File: src/rtl/monitor_symbol_encoder.sv
// ----------------------------------------------------------------------------
// monitor_symbol_encoder
//
// Producer side of the runtime-monitor symbol interface. Up to two commit-stage
// events per cycle are encoded as {class, tag} bytes and buffered in a small
// FIFO. The FIFO drains one symbol per cycle towards the monitor automata,
// which never back-pressure. A flush request clears the encoder and produces a
// reset pulse for the automata.
//
// Ports:
//   clk, reset            clock, asynchronous active-high reset
//   flush_req             clear the encoder and restart the monitor automata
//   commit_valid[1:0]     per-port event valid, bit0 is the older event
//   commit_class0/tag0    port0 event class / attribute
//   commit_class1/tag1    port1 event class / attribute
//   symbols, run          registered symbol to the monitor and its valid
//   mon_reset             reset pulse to the monitor automata (FLUSH state)
//   enc_stall             fewer than two free entries, core should hold commit
//   overflow              sticky, set when any event is dropped
//   drop_count            saturating count of dropped events
//   fifo_level            current FIFO occupancy
//
// Optional feature, macro MON_IDLE_SYMBOL_EN:
//   When defined, an empty FIFO in RUN emits idle symbol 8'hFF with run=1, and
//   a commit that would encode to the reserved 8'hFF is remapped to 8'hFE.
//   When undefined, an empty FIFO gives run=0 and no remapping occurs.
// ----------------------------------------------------------------------------
module monitor_symbol_encoder #(
    parameter int FIFO_DEPTH = 8,
    parameter int CNT_W      = 8,
    localparam int AW        = $clog2(FIFO_DEPTH)
) (
    input  logic             clk,
    input  logic             reset,
    input  logic             flush_req,
    input  logic [1:0]       commit_valid,
    input  logic [2:0]       commit_class0,
    input  logic [4:0]       commit_tag0,
    input  logic [2:0]       commit_class1,
    input  logic [4:0]       commit_tag1,
    output logic [7:0]       symbols,
    output logic             run,
    output logic             mon_reset,
    output logic             enc_stall,
    output logic             overflow,
    output logic [CNT_W-1:0] drop_count,
    output logic [AW:0]      fifo_level
);

    localparam logic [AW:0] DEPTH = (AW+1)'(FIFO_DEPTH);

    typedef enum logic {ST_RUN, ST_FLUSH} state_t;

    state_t          state;
    state_t          state_next;
    logic [7:0]      mem [FIFO_DEPTH];
    logic [AW-1:0]   wr_ptr;
    logic [AW-1:0]   wr_ptr_inc;
    logic [AW-1:0]   rd_ptr;
    logic [AW:0]     free;
    logic [AW:0]     level_next;
    logic            push0;
    logic            push1;
    logic            pop;
    logic [1:0]      drop_n;
    logic [CNT_W:0]  cnt_sum;
    logic [7:0]      sym0;
    logic [7:0]      sym1;

    function automatic logic [7:0] encode(input logic [2:0] cls, input logic [4:0] tag);
        logic [7:0] s;
        s = {cls, tag};
`ifdef MON_IDLE_SYMBOL_EN
        // 8'hFF is reserved for the idle symbol
        if (s == 8'hFF) s = 8'hFE;
`endif
        return s;
    endfunction

    assign sym0       = encode(commit_class0, commit_tag0);
    assign sym1       = encode(commit_class1, commit_tag1);
    assign free       = DEPTH - fifo_level;
    assign wr_ptr_inc = wr_ptr + AW'(1);
    assign mon_reset  = (state == ST_FLUSH);

    // Free space is judged on the level at the start of the cycle; the
    // same-cycle pop is deliberately not credited. Port0 always has priority.
    always_comb begin
        state_next = state;
        push0      = 1'b0;
        push1      = 1'b0;
        pop        = 1'b0;
        drop_n     = 2'd0;
        if (flush_req) begin
            state_next = ST_FLUSH;
        end else begin
            state_next = ST_RUN;
            pop        = (state == ST_RUN) && (fifo_level != '0);
            if (free >= (AW+1)'(2)) begin
                push0 = commit_valid[0];
                push1 = commit_valid[1];
            end else if (free == (AW+1)'(1)) begin
                push0  = commit_valid[0];
                push1  = commit_valid[1] & ~commit_valid[0];
                drop_n = {1'b0, &commit_valid};
            end else begin
                drop_n = {1'b0, commit_valid[0]} + {1'b0, commit_valid[1]};
            end
        end
    end

    // Next occupancy drives both the level register and the registered stall
    always_comb begin
        level_next = fifo_level;
        if (flush_req) begin
            level_next = '0;
        end else begin
            level_next = fifo_level + {{AW{1'b0}}, push0} + {{AW{1'b0}}, push1}
                         - {{AW{1'b0}}, pop};
        end
    end

    assign cnt_sum = {1'b0, drop_count} + {{(CNT_W-1){1'b0}}, drop_n};

    // State register
    always_ff @(posedge clk or posedge reset) begin
        if (reset) begin
            state <= ST_RUN;
        end else begin
            state <= state_next;
        end
    end

    // FIFO pointers, level and stall; pointers wrap naturally and the level
    // counter distinguishes full from empty
    always_ff @(posedge clk or posedge reset) begin
        if (reset) begin
            wr_ptr     <= '0;
            rd_ptr     <= '0;
            fifo_level <= '0;
            enc_stall  <= 1'b0;
        end else begin
            fifo_level <= level_next;
            enc_stall  <= (DEPTH - level_next) < (AW+1)'(2);
            if (flush_req) begin
                wr_ptr <= '0;
                rd_ptr <= '0;
            end else begin
                wr_ptr <= wr_ptr + {{(AW-1){1'b0}}, push0} + {{(AW-1){1'b0}}, push1};
                if (pop) begin
                    rd_ptr <= rd_ptr + AW'(1);
                end
            end
        end
    end

    // Drop statistics; the counter saturates instead of wrapping
    always_ff @(posedge clk or posedge reset) begin
        if (reset) begin
            overflow   <= 1'b0;
            drop_count <= '0;
        end else if (flush_req) begin
            overflow   <= 1'b0;
            drop_count <= '0;
        end else if (drop_n != 2'd0) begin
            overflow   <= 1'b1;
            drop_count <= cnt_sum[CNT_W] ? '1 : cnt_sum[CNT_W-1:0];
        end
    end

    // Storage needs no reset; occupancy is tracked by the level counter.
    // Port1 lands behind port0 when both are pushed.
    always_ff @(posedge clk) begin
        if (push0) begin
            mem[wr_ptr] <= sym0;
        end
        if (push1) begin
            mem[push0 ? wr_ptr_inc : wr_ptr] <= sym1;
        end
    end

    // Symbol output register: head of the FIFO is presented the cycle after
    // it is popped; flush and the FLUSH state keep run low
    always_ff @(posedge clk or posedge reset) begin
        if (reset) begin
            symbols <= 8'h00;
            run     <= 1'b0;
        end else if (flush_req) begin
            symbols <= 8'h00;
            run     <= 1'b0;
        end else if (pop) begin
            symbols <= mem[rd_ptr];
            run     <= 1'b1;
`ifdef MON_IDLE_SYMBOL_EN
        end else if (state == ST_RUN) begin
            symbols <= 8'hFF;
            run     <= 1'b1;
`endif
        end else begin
            symbols <= 8'h00;
            run     <= 1'b0;
        end
    end

endmodule

File: config.mk
export PLATFORM = sky130hd
export DESIGN_NAME = monitor_symbol_encoder
export DESIGN_NICKNAME = d
export VERILOG_FILES = /design/src/rtl/monitor_symbol_encoder.sv
export SDC_FILE = /design/constraint.sdc
export NUM_CORES = 1
export LEC_CHECK = 0
export BUFFER_PORTS_ARGS = -buffer_cell sky130_fd_sc_hd__buf_2
export CELL_PAD_IN_SITES_DETAIL_PLACEMENT = 1
export CELL_PAD_IN_SITES_GLOBAL_PLACEMENT = 1
export CORE_ASPECT_RATIO = 1.4
export CORE_MARGIN = 4
export CORE_UTILIZATION = 45
export CTS_CLUSTER_SIZE = 40
export DETAILED_ROUTE_END_ITERATION = 6
export PLACE_DENSITY = 0.81
export SLEW_MARGIN = 30
export SYNTH_ARGS = -nofsm -noshare
export SYNTH_HDL_FRONTEND = slang
export SYNTH_SLANG_ARGS = --single-unit
File: constraint.sdc
create_clock -name clk -period 6.5 [get_ports clk]
set_input_delay 0.975 -clock clk [delete_from_list [all_inputs] [get_ports clk]]
set_output_delay 0.975 -clock clk [all_outputs]
set_load 0.01 [all_outputs]
==> impl_metrics.yaml <==
floorplanning:
  die_area_um2: 14600
  io_pins: 45
  die_y_um: 142
  die_w_um: 103
  core_area_um2: 12400
  rows: 48
  start_util_pct: 46.1
global_routing:
  grt_pass1_vias: 4634
  grt_pass1_wl_um: 26000
  grt_overflow: 0
  grt_max_degree: 31
  grt_antenna_before_repair: 0
  grt_util_all_layers_pct: 23.1
synthesis:
  synth_flop_cell: "edfxtp_1"
  yosysMostFrequentCell: "nand2_1"
  async_flop_share_pct: 31.9
  synthTopCellsByCount: "nand2_1 (72), edfxtp_1 (64), o221ai_1 (63)"
  yosys_register_bits: 94
  synthAdderAreaFrac_pct: 4.89
  synth_edf_count: 64
  synth_warnings: 0
  postSynthAreaPerCell_um2: 11.9
  synth_compound_area_share_pct: 18.7
  synth.net_count: 521
  netlist_area_um2: 5740
  synthXorXnorAreaFrac_pct: 1.70
  synth_simple_gate_area_share_pct: 15.8
  seq_area_frac_synth_pct: 46.6
  synthMuxAreaShare_pct: 7.85
  synth.largest_area_cell: "edfxtp_1"
  synth_top_family_by_area: "compound AO/OA/AOI/OAI gates"
  yosys-top-cells-area: "edfxtp_1 (34%), dfrtp_1 (13%), o221ai_1 (9.6%), mux4_2 (6.3%), nand2_1 (4.7%)"
  synthCells: 480
  synth.distinct_cells: 63
  synth_top_area_share_pct: 33.5
critical_path:
  crit_path_max_fanout: 9
  r2r_start: "fifo_level[1]$_DFF_PP0_"
  endpoint_kind: "flip-flop"
  critical_path_class: "reg2reg"
  critPathRequiredTime_ns: 6.74
  cp_data_arrival_time_ns: 4.72
  cp-startpoint: "fifo_level[1]$_DFF_PP0_"
  critPathLaunchType: "flip-flop"
cts:
  clkLatencyLatePin_ns: 0.35
  cts_num_sinks: 94
  holdBufCountCts: 0
  path_clk_slew_ns: 0.08
  clock_path_buffers: 2
  htree_levels: 3
  cts_setup_buffers: 0
  tritoncts: "yes"
  cts-root-buf: "clkbuf_16"
  cts_resized: 0
  cts_buffers: 9
placed_design:
  numPortBuffers: 44
  gp_congestion: 0.844
  placed_cell_area_um2: 5980
  hpwl_um: 12200
final_layout:
  nFillCells: 1312
  fin_area_um2: 6300
  layout-drive-gt1-share_pct: 23.1
  nets: 555
  diodes: 0
  syn2layout_area_growth_pct: 9.86
routing:
  wl_per_cell_um: 24.3
  drc: 0
  first_pass_iters: 5
  vias: 4440
  wl_um: 16200
  vias_per_cell: 6.64
  first_iter_violations: 404
  antenna_left: 0
pwr:
  p_total_mw: 2.43
  p_leak_nw: 2.43
  vdd_drop_max_v: 0.000155
  power_density_nw_per_um2: 386
sta:
  slew_headroom_pct: 35.0
  finalSetupViolCount: 0
  period_needed_ns: 4.48
  tightestPinTransition_ns: 0.974
  timing.clock.skew_ns: 0.0134
  final_max_slew_viol_count: 0
  finalSetupTns_ns: 0
  period_share_pct: 69.0
  clock.fmax_ghz: 0.223
  rsz0062_at_grt: "false"
  hold_viol: 0
min_path:
  hold_class: "reg2reg"
  min-delay-start: "overflow$_DFFE_PP0P_"
status:
  outcome: "completed"
job:
  cap_viol_max_count: 0
[cell families (layout without fill, tap and decap cells)]
| family | Yosys count | count (layout) |
|---|---|---|
| XOR/XNOR | 9 | 9 |
| multiplexers | 25 | 25 |
| AND/OR/NAND/NOR | 161 | 161 |
| buffers and inverters | 44 | 83 |
| flip-flops | 94 | 94 |
| adder cells (fa/ha/maj) | 20 | 20 |
| AO/OA/AOI/OAI | 127 | 127 |
[report_power, final]
part	total [mW]	switching [mW]	internal [mW]
clock	0.541	0.238	0.303
combinational	1.05	0.674	0.373
sequential	0.843	0.0861	0.757
[placed cells by master, fill, tap and decap left out, drive strengths merged, types with 4 or more instances in the layout]
cell type,instances
nand4,6
dfrtp,30
mux2i,9
nand3b,4
mux4,16
o221ai,63
o22ai,8
clkbuf,10
inv,24
xnor2,7
edfxtp,64
buf,45
nor2,37
o21ai,23
nor2b,5
nor3,5
a21oi,5
a31o,4
fa,4
nand3,10
ha,16
nand2,72
o21a,8
[routing by layer]
layer,GRT usage [%],routed length [µm],vias up
li1,-,-,1972
met1,28.4,6190,2283
met2,41.5,9030,151
met3,3.30,694,34
met4,6.28,306,0
met5,0,0,-
[flip-flops by register name (all words and copies together) (netlist names)]
register	count
mon_reset	1
symbols	8
wr_ptr	3
fifo_level	4
mem	64
rd_ptr	3
run	1
overflow	1
enc_stall	1
drop_count	8
[worst max-delay path, stage by stage, from the launching register on]
cell and delay (ns):
dfrtp_1 0.48, inv_1 0.13, ha_1 0.21, nor2b_4 0.15
xnor2_1 0.67, and4_1 0.57, nor2_1 0.15, fa_1 0.43
fa_1 0.43, or2_2 0.31, ha_1 0.29, nand2b_1 0.16
a2111o_1 0.29, o311ai_1 0.09
[per-stage QoR]
step / hold WS [ns] / cells / setup WS (ns) / utilization, %
6_report: 0.513 / 669 / 2.02 / 50.7
5_1_grt: 0.563 / 669 / 1.76 / 50.7
4_1_cts: 0.522 / 668 / 2.02 / 50.5
3_5_place_dp: 0.514 / 652 / 1.80 / 48.1
3_3_place_gp: 0.508 / 652 / 1.92 / 48.1
2_1_floorplan: 0.549 / 480 / 2.50 / -
[area by class of cell]
class / instances / area, µm² / area share, %
multi-input cells: 342 / 2830 / 44.9
flip-flops and latches: 94 / 2670 / 42.4
clock buffers: 10 / 229 / 3.63
repair buffers: 45 / 225 / 3.57
well taps: 150 / 188 / 2.98
inverters: 22 / 85.1 / 1.35
clock inverters: 6 / 68.8 / 1.09
[final timing paths]
check                                   endpoint  cells past startpoint  slack [ns]
setup / recovery             enc_stall$_DFF_PP0_                     13        2.02
hold / removal              overflow$_DFFE_PP0P_                      2        0.51
setup reg to reg             enc_stall$_DFF_PP0_                     13        2.02
hold reg to reg             overflow$_DFFE_PP0P_                      2        0.51
max in group asynchronous  rd_ptr[0]$_DFFE_PP0P_                      2        5.32
min in group asynchronous   symbols[7]$_DFF_PP0_                      2        0.71
Note: power is estimated with default switching activity, not from simulation.
